===== config.mk =====
export PLATFORM = sky130hd
export DESIGN_NAME = q_sys_descriptor_walker
export DESIGN_NICKNAME = d
export VERILOG_FILES = /design/src/rtl/q_sys_descriptor_walker.sv
export SDC_FILE = /design/constraint.sdc
export NUM_CORES = 1
export LEC_CHECK = 0
export ABC_CLOCK_PERIOD_IN_PS = 5650
export CORE_MARGIN = 2
export CORE_UTILIZATION = 51
export CTS_CLUSTER_SIZE = 8
export DETAILED_ROUTE_END_ITERATION = 7
export PLACE_DENSITY = 0.86
export RECOVER_POWER = 100
export SLEW_MARGIN = 25
export SYNTH_ARGS = -nofsm -noshare
export SYNTH_HDL_FRONTEND = slang
export SYNTH_SLANG_ARGS = --single-unit

===== constraint.sdc =====
create_clock -name clk -period 5.65 [get_ports clk]
set_input_delay 1.4125 -clock clk [delete_from_list [all_inputs] [get_ports clk]]
set_output_delay 1.4125 -clock clk [all_outputs]
set_load 0.01 [all_outputs]

===== src/rtl/q_sys_descriptor_walker.sv =====
// rtl/q_sys_descriptor_walker.sv - linked-list descriptor walker streaming owned descriptors
//
// Walks a linked list of DESC_WORDS-word descriptors through an Avalon-MM master.
// Each hardware-owned descriptor is streamed word by word, and its control word is
// then written back with the ownership bit cleared.
//
// Ports:
//   clk, reset         rising-edge clock, synchronous active-high reset
//   start, head_ptr    begin a walk at word address head_ptr (accepted only in IDLE)
//   stop               level; ends the walk at the next descriptor boundary
//   busy, done         walk in progress / one-cycle completion pulse
//   desc_count         descriptors completed since the last start (saturating)
//   m_*                Avalon-MM master (word addressed, 1-cycle read latency)
//   out_*              descriptor word stream with sop/eop framing
module q_sys_descriptor_walker #(
    parameter int ADDR_W     = 11,
    parameter int DESC_WORDS = 8
) (
    input  logic              clk,
    input  logic              reset,
    input  logic              start,
    input  logic [ADDR_W-1:0] head_ptr,
    input  logic              stop,
    output logic              busy,
    output logic              done,
    output logic [15:0]       desc_count,
    output logic [ADDR_W-1:0] m_address,
    output logic              m_read,
    output logic              m_write,
    output logic [3:0]        m_byteenable,
    output logic [31:0]       m_writedata,
    input  logic [31:0]       m_readdata,
    input  logic              m_waitrequest,
    output logic [31:0]       out_data,
    output logic              out_valid,
    input  logic              out_ready,
    output logic              out_sop,
    output logic              out_eop
);

    localparam int                IDX_W    = $clog2(DESC_WORDS);
    localparam logic [IDX_W-1:0]  IDX_LAST = IDX_W'(DESC_WORDS - 1);
    localparam logic [IDX_W-1:0]  IDX_NEXT = IDX_W'(4);
    localparam logic [ADDR_W-1:0] CTRL_OFS = ADDR_W'(DESC_WORDS - 1);

    typedef enum logic [3:0] {
        S_IDLE,
        S_RD_CTRL,
        S_WAIT_CTRL,
        S_RD_WORD,
        S_WAIT_WORD,
        S_HOLD,
        S_HOLD_LAST,
        S_WB_CTRL,
        S_NEXT,
        S_DONE
    } state_t;

    state_t            state_q, state_d;
    logic [ADDR_W-1:0] cur_ptr_q, cur_ptr_d;
    logic [ADDR_W-1:0] nxt_q, nxt_d;
    logic [IDX_W-1:0]  idx_q, idx_d;
    logic [30:0]       ctrl_q, ctrl_d;
    logic [15:0]       count_q, count_d;
    logic [31:0]       out_data_q, out_data_d;
    logic              out_valid_q, out_valid_d;
    logic              out_sop_q, out_sop_d;
    logic              out_eop_q, out_eop_d;
    logic              xfer;

    assign busy       = (state_q != S_IDLE);
    assign done       = (state_q == S_DONE);
    assign desc_count = count_q;
    assign out_data   = out_data_q;
    assign out_valid  = out_valid_q;
    assign out_sop    = out_sop_q;
    assign out_eop    = out_eop_q;
    assign xfer       = out_valid_q & out_ready;

    always_comb begin
        state_d      = state_q;
        cur_ptr_d    = cur_ptr_q;
        nxt_d        = nxt_q;
        idx_d        = idx_q;
        ctrl_d       = ctrl_q;
        count_d      = count_q;
        out_data_d   = out_data_q;
        out_valid_d  = out_valid_q;
        out_sop_d    = out_sop_q;
        out_eop_d    = out_eop_q;
        m_read       = 1'b0;
        m_write      = 1'b0;
        m_address    = '0;
        m_byteenable = 4'b0000;
        m_writedata  = 32'h0;

        // Output register empties on handshake; WAIT_WORD below may refill it.
        if (xfer) begin
            out_valid_d = 1'b0;
            out_sop_d   = 1'b0;
            out_eop_d   = 1'b0;
        end

        case (state_q)
            S_IDLE: begin
                if (start) begin
                    count_d   = 16'h0;
                    cur_ptr_d = head_ptr;
                    state_d   = S_RD_CTRL;
                end
            end
            S_RD_CTRL: begin
                m_read       = 1'b1;
                m_address    = cur_ptr_q + CTRL_OFS;
                m_byteenable = 4'b1111;
                if (!m_waitrequest) begin
                    state_d = S_WAIT_CTRL;
                end
            end
            S_WAIT_CTRL: begin
                ctrl_d = m_readdata[30:0];
                if (!m_readdata[31] || stop) begin
                    state_d = S_DONE;
                end else begin
                    idx_d   = '0;
                    state_d = S_RD_WORD;
                end
            end
            S_RD_WORD: begin
                m_read       = 1'b1;
                m_address    = cur_ptr_q + ADDR_W'(idx_q);
                m_byteenable = 4'b1111;
                if (!m_waitrequest) begin
                    state_d = S_WAIT_WORD;
                end
            end
            S_WAIT_WORD: begin
                out_data_d  = m_readdata;
                out_valid_d = 1'b1;
                out_sop_d   = (idx_q == '0);
                out_eop_d   = (idx_q == IDX_LAST);
                if (idx_q == IDX_NEXT) begin
                    // Next pointer is a byte address; keep only the word address.
                    nxt_d = m_readdata[ADDR_W+1:2];
                end
                if (idx_q < IDX_LAST) begin
                    idx_d   = idx_q + IDX_W'(1);
                    state_d = S_HOLD;
                end else begin
                    state_d = S_HOLD_LAST;
                end
            end
            S_HOLD: begin
                if (xfer) begin
                    state_d = S_RD_WORD;
                end
            end
            S_HOLD_LAST: begin
                if (xfer) begin
                    state_d = S_WB_CTRL;
                end
            end
            S_WB_CTRL: begin
                // Only the top byte lane is written, so only the ownership byte changes.
                m_write      = 1'b1;
                m_address    = cur_ptr_q + CTRL_OFS;
                m_byteenable = 4'b1000;
                m_writedata  = {1'b0, ctrl_q};
                if (!m_waitrequest) begin
                    state_d = S_NEXT;
                end
            end
            S_NEXT: begin
                if (count_q != 16'hFFFF) begin
                    count_d = count_q + 16'h1;
                end
                cur_ptr_d = nxt_q;
                state_d   = stop ? S_DONE : S_RD_CTRL;
            end
            S_DONE: begin
                state_d = S_IDLE;
            end
            default: begin
                state_d = S_IDLE;
            end
        endcase
    end

    always_ff @(posedge clk) begin
        if (reset) begin
            state_q     <= S_IDLE;
            cur_ptr_q   <= '0;
            nxt_q       <= '0;
            idx_q       <= '0;
            ctrl_q      <= '0;
            count_q     <= 16'h0;
            out_data_q  <= 32'h0;
            out_valid_q <= 1'b0;
            out_sop_q   <= 1'b0;
            out_eop_q   <= 1'b0;
        end else begin
            state_q     <= state_d;
            cur_ptr_q   <= cur_ptr_d;
            nxt_q       <= nxt_d;
            idx_q       <= idx_d;
            ctrl_q      <= ctrl_d;
            count_q     <= count_d;
            out_data_q  <= out_data_d;
            out_valid_q <= out_valid_d;
            out_sop_q   <= out_sop_d;
            out_eop_q   <= out_eop_d;
        end
    end

endmodule


==> impl_metrics.toml <==
[status]
status = "finished with violations"
failed_checks = "max-capacitance violations, max-slew violations"

[clocking]
hold_buffers = 0
cts.sinks = 111
clk_path_buf_depth = 2
numCtsBuffers = 9
clk_pin_slew_worst_paths_ns = 0.11
cts_setup_buffers = 0
cts-root-buf = "clkbuf_8"
htreeDepth = 3
cts_tree = "yes"
cts-resized-gates = 0
clk_latency_ns = 0.36

[yosys]
syn_nets = 719
ys_async_sr_fraction = 0
ys_warn_count = 0
synth_cells = 662
yosysSeqAreaShare = 0.439
yosys_most_used_dff = "dfxtp_1"
syn_area_per_cell_um2 = 7.64
synth_cell_types = 56
synth-edff-count = 0
syn_area_um2 = 5060
ys_seq_elements = 111

[setup_path]
ff2ff_setup_slack_ns = 2.10
worstPathRequired_ns = 4.24
cp_max_fo = 17
worstSetupPathType = "reg2out"
cp-end-kind = "primary output"
start_kind = "register"
worst_ep_arrival_time_ns = 3.69

[sta]
fin_crit_sh = 0.903
maxSlewViolCount = 73
grt_setup_unrepaired = "no"
tightest_slew_ns = 1.83
fin_setup_tns_ns = 0
post-route-min-period_ns = 5.10
finalClockSkew_ns = 0.0162
max_freq_ghz = 0.196
setup_viol = 0
maxSlewHeadroom = -0.217
hold_viol = 0

[die]
core_um2 = 9680
num_rows = 36
die_h_um = 104
die_area_um2 = 10700
start_util = 0.522
fp.dieW_um = 104
boundaryPins = 151

[grt]
grt_max_degree = 61
grt_overflow = 0
grt_pass1_wl_mm = 22.3
grt-busiest-layer = "met2"
grt_pass1_vias = 4586
grt_usage = 0.249
gr-usage-met3 = 0.0623
met1_usage = 0.331
grt_antenna_before_repair = 0
use_met2 = 0.406

[final_layout]
fillers = 811
n_antenna_cell = 0
nets = 839
area_growth_pct = 32.2
drive_above_1_share = 0.0343

[drt]
vias = 4931
routedWlPerCell_um = 15.0
ant_nets = 0
wl_mm = 13.8
first_pass_iters = 6
viasPerCell = 5.36
initialDrtViolationCount = 236
drc = 0

[run]
max_cap_viol_count = 2

[power_and_ir_drop]
p_leak_nw = 2.52
vdd_drop_max_v = 0.000141
p_per_area_nw_per_um2 = 281
finalPower_w = 0.00188

[placement]
gp_congestion = 0.889
dpl.hpwl_mm = 9.89
portBuffers = 149

[hold_path]
hold_class = "reg2reg"
report_power, final:
part | internal, W | switching, W | leakage (nW)
Combinational | 0.000230 | 0.000297 | 1.53
Clock | 0.000165 | 0.000264 | 0.0883
Sequential | 0.000851 | 0.0000704 | 0.898
through the flow:
| stage | worst slack [ns] | hold slack, ns | util | instance area, um^2 | instances |
|---|---|---|---|---|---|
| 2_1_floorplan | 1.37 | 0.432 | - | 5060 | 662 |
| 3_3_place_gp | 1.16 | 0.438 | 0.679 | 6580 | 904 |
| 3_5_place_dp | 1.01 | 0.443 | 0.679 | 6580 | 904 |
| 4_1_cts | 0.609 | 0.458 | 0.697 | 6750 | 920 |
| 5_1_grt | 0.255 | 0.478 | 0.691 | 6690 | 920 |
| 6_report | 0.548 | 0.456 | 0.691 | 6690 | 920 |
worst max-delay path, stage by stage, from the launching register on:
cell and delay, ns:
dfxtp_1 0.66, nand2_1 0.23, nor3_1 0.27, nor2_1 0.07
nand2_1 0.08, ha_1 0.16, inv_1 0.06, fa_1 0.39
nor2b_1 0.20, o21ba_2 0.18, nor3b_1 0.23, xnor2_1 0.15
nor2_1 0.05, dlygate4sd3_1 0.62
synthesized netlist by cell type, types with 4 or more instances:
library cell / instances / area, um^2
nor3_1: 13 / 65.1
xnor2_1: 4 / 35.0
and3_1: 5 / 31.3
nor2b_1: 4 / 25.0
nor2_1: 38 / 143
dfxtp_1: 111 / 2220
a21oi_1: 88 / 440
ha_1: 7 / 87.6
nor4_1: 5 / 31.3
nand3b_1: 4 / 30.0
nand2_1: 195 / 732
nand3_1: 10 / 50.1
a311oi_1: 11 / 96.3
clkbuf_1: 37 / 139
xor2_1: 4 / 35.0
and2_1: 34 / 213
o21ai_0: 7 / 35.0
a21o_1: 5 / 37.5
inv_1: 11 / 41.3
nand4_1: 6 / 37.5
nand2b_1: 4 / 25.0
buf_2: 4 / 20.0
path summary, 6_finish.rpt:
kind,startpoint,endpoint,depth (start not counted)
setup / recovery,state_q[0],m_address[10],13
hold / removal,ctrl_q[20],ctrl_q[20],2
setup reg to reg,state_q[2],nxt_q[3],6
hold reg to reg,ctrl_q[20],ctrl_q[20],2
logic make-up (layout without fill, tap and decap cells):
kind of cell,count (synthesis),after routing,synth area share
mux,2,2,0.00420
xor+xnor,8,8,0.0138
fa+ha+maj,8,8,0.0213
buf+inv,60,185,0.0522
simple gates,329,329,0.292
other cells,1,1,0.000741
compound gates,143,143,0.177
flops,111,111,0.439
state kept, by name, indices dropped and copies added (netlist names):
| name | count |
|---|---|
| out_data | 32 |
| ctrl_q | 31 |
| desc_count | 16 |
| cur_ptr_q | 11 |
| nxt_q | 11 |
| state_q | 4 |
| idx_q | 3 |
| out_eop | 1 |
| out_sop | 1 |
| out_valid | 1 |
routing by layer:
metal | vias to the layer above | wire [um] | share of wire
li1 | 2464 | - | -
met1 | 2282 | 6110 | 0.44
met2 | 173 | 6570 | 0.48
met3 | 12 | 979 | 0.071
met4 | 0 | 130 | 0.0094
met5 | - | 0 | 0
cells in the final DEF (no fill, tap or decap), types with 5 or more instances in the layout:
cell type        netlist  routed
and2_0                 0      25
buf_4                  3       5
inv_1                 11      11
clkbuf_1              37       6
nand2_1              195     195
a311oi_1              11      13
nand3_1               10      10
ha_1                   7       7
nor3_1                13      13
a21o_1                 5       5
nor2_1                38      38
dlygate4sd3_1          0      76
a21oi_1               88      89
and3_1                 5       5
and2_1                34       9
clkbuf_8               0       9
dfxtp_1              111     111
nand4_1                6       6
o21ai_0                7       8
clkdlybuf4s50_1        0      72
area by class of cell:
type,count,area (um^2),area share
sequential,111,2220,0.332
tap,133,166,0.0249
timing repair buffer,157,1530,0.229
multi-input combinational,491,2550,0.381
clock buffer,11,131,0.0196
inverter,12,45.0,0.00673
clock inverter,5,40.0,0.00599
Power figures use the tool's default switching activity.
==> patch 1: new RTL, same flow settings <==
The parameter `ADDR_W` goes from 11 to 12.
--- a/src/rtl/q_sys_descriptor_walker.sv
+++ b/src/rtl/q_sys_descriptor_walker.sv
@@ -13,7 +13,7 @@
 //   m_*                Avalon-MM master (word addressed, 1-cycle read latency)
 //   out_*              descriptor word stream with sop/eop framing
 module q_sys_descriptor_walker #(
-    parameter int ADDR_W     = 11,
+    parameter int ADDR_W     = 12,
     parameter int DESC_WORDS = 8
 ) (
     input  logic              clk,
Ports: changed (resized head_ptr and m_address); port bits go from 151 to 153. The function was not compared with the original's and may differ.
==> patch 1 against the original RTL <==
The flow still finishes with violations (capacitance limit, slew limit). Sequential cell count up 2. Design area up 9.5%. Synthesized cell count up 1.8%. Worst setup slack worse by 260 ps. Routed wire length up 13%. Power up 35%. Synthesized area up 4.8%. Hold slack worse by 6.1 ps. Critical path depth down 1. Largest power group is now the clock network. Highest routed layer unchanged.
==> patch 1: results (changes against the original RTL) <==
----------------------------------------------------
[Cells and area]
  Count of inserted antenna diode cells ... 1 (+1)
  Sequential cell count of the final layout ... 113 (+1.8%)
  Register cell area after layout ... 2260 sq um (+1.9%)
  Final Core Density ... 71.9% (+2.8 points)
  Clkbuf count ... 22 (+11)
  Non-Clock Inverter Count ... 15 (+3)
  Fin nets ... 857 (+2.1%)
  Non-clk buf share ... 21.1% (-1.9 points)
  Count of filler cells inserted in the layout ... 783 (-3.5%)
  Share of final layout cell area taken by clock buffers and inverters ... 7.79% (+5.2 points)
  Multi-input gate area in the final layout ... 2720 sq um (+6.6%)
  Layout cell share with drive strength beyond 1 ... 6.17% (+2.7 points)
  Final Non-Filler Cells ... 948 (+3.0%)

[Placement]
  Half-perimeter wire length after detailed placement ... 10700 um (+8.6%)
  Post-placement cell area ... 6810 sq um (+3.5%)
  Quantity of I/O buffers inserted on ports ... 151 (+1.3%)
  Number of cells in the design after placement ... 916 (+1.3%)
  Final RePlAce weighted congestion ... 0.903 (+1.6%)

[Detailed routing]
  DRT Pass-1 Iters ... 5 (-1)
  Met3 routed wirelength ... 1150 um (+17%)
  Number of DRC violations after detailed-routing iteration 0 ... 336 (+42%)
  Met2 routed wirelength ... 7720 um (+17%)
  M1 wire length ... 6410 um (+4.9%)
  Vias ... 5395 (+9.4%)

[Setup path]
  Delay of the slowest critical-path stage ... 720 ps (+60 ps)
  Cell with the biggest individual delay on the critical path ... dfxtp_1

[Synth]
  Post-Synth XOR/XNOR Area ... 0.826% (-0.56 points)
  Share of synthesized area spent on multiplexers ... 0.779% (+0.36 points)
  Cells taking the most area after synthesis ... dfxtp_1, nand2_1, a21oi_1, and2_1, o221ai_1
  Distinct cells, synth ... 59 (+5.4%)
  Complex-gate fraction of the synthesized area ... 19.6% (+1.9 points)
  Synthesized instance count ... 674 (+1.8%)
  Adder-cell share of the synthesized area ... 2.03% (-0.097 points)
  Part of the Yosys area used for sequential elements ... 42.7% (-1.3 points)
  Syn_nets ... 732 (+1.8%)
  Most used standard cells in the synthesized netlist ... nand2_1, dfxtp_1, a21oi_1

[Timing]
  Maximum clock skew at final layout ... 6.51 ps (-9.71 ps)
  Final Slew Violations ... 73 (unchanged)
  Max-slew headroom at the worst pin ... -7.16% (+15 points)

[Floorplanning]
  Horizontal die dimension ... 106 um (+2.3%)

[Global route]
  Met1 track demand over resource in global routing ... 35.3% (+2.2 points)
  GRT Total Usage ... 28.0% (+3.1 points)
  First-pass GRT wire length ... 25000 um (+12%)
  Routing usage on met3 ... 7.54% (+1.3 points)
  Number of global-route vias before repair ... 5070 (+11%)

[Clock tree]
  CTS H-Tree Depth ... 4 (+1)
  Clk slew on worst S/H paths ... 60 ps (-50 ps)
  Number of buffers inserted during clock tree synthesis ... 17 (+8)
  Clk Latency, worst-skew pair ... 510 ps (+150 ps)
  Root cell of the clock tree ... clkbuf_8

[Job]
  Max_cap viols ... 2 (unchanged)

[Pwr]
  Cell leakage power ... 2.66 nW (+5.8%)
  Max VDD drop ... 0.000208 V (+47%)

[Run status]
  Status ... finished, violations left
  Failing checks ... capacitance limit, slew limit

----------------------------------------------------
patch 1: changes by cell type in the layout (fill, tap and decap cells not counted), moves of 4 or more:
cell	before	now
clkbuf_16	0	16
clkbuf_8	9	4
a311oi_1	13	5
or4_1	0	4
o221ai_1	0	13
nor2_1	38	16
and4_1	2	6
nor4_1	4	0
or2_2	0	4
a21oi_1	89	103
nor3_1	13	8
nand2_1	195	185
and2_1	9	13
patch 1: path summary, 6_finish.rpt:
| kind | to | slack (ps) | cells past startpoint | from |
|---|---|---|---|---|
| setup / recovery | m_address[10] | 290 | 12 | state_q[2] |
| hold / removal | ctrl_q[15] | 450 | 2 | ctrl_q[15] |
| setup reg to reg | nxt_q[0] | 1540 | 5 | state_q[2] |
| hold reg to reg | ctrl_q[15] | 450 | 2 | ctrl_q[15] |
patch 1: where the power goes:
| part | switching [mW] | internal [mW] |
|---|---|---|
| clock | 0.358 | 0.658 |
| combinational | 0.339 | 0.235 |
| sequential | 0.0764 | 0.865 |
| total | 0.773 | 1.76 |
==> patch 2: new RTL, same flow settings <==
Without the edit above. Encoding of `state_t`: now one-hot (10 bits for 10 states).
--- a/src/rtl/q_sys_descriptor_walker.sv
+++ b/src/rtl/q_sys_descriptor_walker.sv
@@ -43,17 +43,17 @@
     localparam logic [IDX_W-1:0]  IDX_NEXT = IDX_W'(4);
     localparam logic [ADDR_W-1:0] CTRL_OFS = ADDR_W'(DESC_WORDS - 1);
 
-    typedef enum logic [3:0] {
-        S_IDLE,
-        S_RD_CTRL,
-        S_WAIT_CTRL,
-        S_RD_WORD,
-        S_WAIT_WORD,
-        S_HOLD,
-        S_HOLD_LAST,
-        S_WB_CTRL,
-        S_NEXT,
-        S_DONE
+    typedef enum logic [9:0] {
+        S_IDLE      = 10'b0000000001,
+        S_RD_CTRL   = 10'b0000000010,
+        S_WAIT_CTRL = 10'b0000000100,
+        S_RD_WORD   = 10'b0000001000,
+        S_WAIT_WORD = 10'b0000010000,
+        S_HOLD      = 10'b0000100000,
+        S_HOLD_LAST = 10'b0001000000,
+        S_WB_CTRL   = 10'b0010000000,
+        S_NEXT      = 10'b0100000000,
+        S_DONE      = 10'b1000000000
     } state_t;
 
     state_t            state_q, state_d;
Function: no difference found for any inputs over 10 cycles, from zero or initial values and one cycle with reset high; not proved beyond that.
==> patch 2 against the original RTL <==
The run still ends with capacitance limit, slew limit left. Count of clock-buffer cells in the layout up 6. Worst setup slack worse by 350 ps. First-iteration DRC count up 22%. Clock skew down 0.99 ps. Die area up 5.7%. Sequential cell count up 6. Power up 20%. Sequential power down 5.1%. Design area up 11%. Register-to-register slack better by 500 ps. Sequential share of layout area down 1.8 points. Routed wire length up 13%. Synthesized area up 5.9%. Global-route usage up 2.8 points.
==> patch 2: results (changes against the original RTL) <==
----------------------------------------------------
[Job]
  Max_cap viols ... 1 (-1)

[Synth]
  Distinct cells, synth ... 60 (+7.1%)
  Cells taking the most area after synthesis ... dfxtp_1, nand2_1, a21oi_1, and2_1, nor2_1
  Most used standard cells in the synthesized netlist ... nand2_1, dfxtp_1, a21oi_1
  Syn_nets ... 737 (+2.5%)

[Detailed routing]
  M1 wire length ... 6190 um (+1.2%)
  Sum of routed wire length over all layers ... 15600 um (+13%)
  Detail-routed via count per cell ... 5.65 (+5.3%)
  Number of DRC violations after detailed-routing iteration 0 ... 289 (+22%)
  Met2 routed wirelength ... 7910 um (+20%)

[Timing]
  Fraction of the cycle the final worst path needs ... 96.4% (+6.1 points)
  Final Slew Violations ... 110 (+51%)
  Transition time of the tightest slew-check pin ... 4780 ps (+2960 ps)

[Setup path]
  Data arrival at the endpoint of the critical path ... 4030 ps (+340 ps)
  Highest fanout seen on the critical path ... 13 (-4)
  Worst r2r src ... state_q[0]
  FF-to-FF setup slack ... 2600 ps (+500 ps)
  Delay of the slowest critical-path stage ... 550 ps (-110 ps)
  Critical Path Source ... state_q[4]
  Cell with the biggest individual delay on the critical path ... clkdlybuf4s50_1
  Worst reg2reg endpoint ... state_q[1]

[Clock tree]
  Clk slew on worst S/H paths ... 60 ps (-50 ps)
  Number of buffers inserted during clock tree synthesis ... 17 (+8)
  Clk Latency, worst-skew pair ... 520 ps (+160 ps)
  CTS H-Tree Depth ... 4 (+1)

[Run status]
  Status ... finished, violations left
  Failing checks ... capacitance limit, slew limit

[Global route]
  First-pass GRT wire length ... 25200 um (+13%)
  Maximum number of pins on one net before global-route repair ... 110 (+80%)

[Placement]
  DP Worst Slack ... 810 ps (-196 ps)
  Final RePlAce weighted congestion ... 0.898 (+1.0%)

[Pwr]
  Cell leakage power ... 2.76 nW (+9.6%)
  Max VDD drop ... 0.000258 V (+83%)

[Cells and area]
  Count of filler cells inserted in the layout ... 788 (-2.8%)
  Layout cell share with drive strength beyond 1 ... 6.23% (+2.8 points)
  Fin nets ... 864 (+3.0%)

----------------------------------------------------
==> patch 2: worst min-delay path by stage <==
stage            startpoint  slack (ps)            to
2_1_floorplan     ctrl_q[0]         430     ctrl_q[0]
3_5_place_dp     ctrl_q[30]         440    ctrl_q[30]
5_1_grt        out_data[12]         470  out_data[12]
6_report       out_data[26]         450  out_data[26]
4_1_cts          ctrl_q[13]         450    ctrl_q[13]
3_3_place_gp     ctrl_q[13]         440    ctrl_q[13]
==> patch 2: where the power goes <==
part	switching (mW)	internal (mW)
clock	0.450	0.650
sequential	0.0271	0.846
combinational	0.160	0.115
==> patch 2: layout make-up <==
type                    count  share of cell area (%)
multi-input cells         502                    37.1
flip-flops and latches    117                    31.5
repair buffers            154                    20.5
clock buffers              17                    5.56
clock inverters            15                    2.47
well taps                 136                    2.29
inverters                  14                   0.706
==> patch 2: cells by family (layout without fill, tap and decap cells) <==
family / after synthesis / in the layout / synth area share, %
compound gates: 153 / 153 / 16.6
mux: 12 / 12 / 2.24
other cells: 1 / 1 / 0.0700
buf+inv: 60 / 200 / 4.81
flops: 117 / 117 / 43.7
fa+ha+maj: 9 / 9 / 2.24
xor+xnor: 9 / 9 / 1.47
simple gates: 318 / 318 / 28.9
==> patch 2: through the flow <==
stage                     cell area [sq um]  instances  power (mW)
after CTS                              7450        955        2.26
after global placement                 6850        923        1.15
after floorplan                        5360        679        1.06
final                                  7440        955        2.25
after global routing                   7440        955        2.32
after detailed placement               6850        923        1.16
==> patch 2: worst min-delay path, cell delays in order (launching register included) <==
cell and delay (ps):
dfxtp_1 300, nand2_1 50, a21oi_1 50
==> patch 2: metal layers <==
layer,vias to the layer above,global-route usage [%]
met3,30,8.71
met4,0,11.7
met5,-,0
met1,2563,31.9
met2,210,47.3
li1,2589,-
==> patch 2: timing repair <==
action,CTS,global route
endpoints found under the setup margin,0,2
gates resized for setup,0,1
setup buffers,0,0
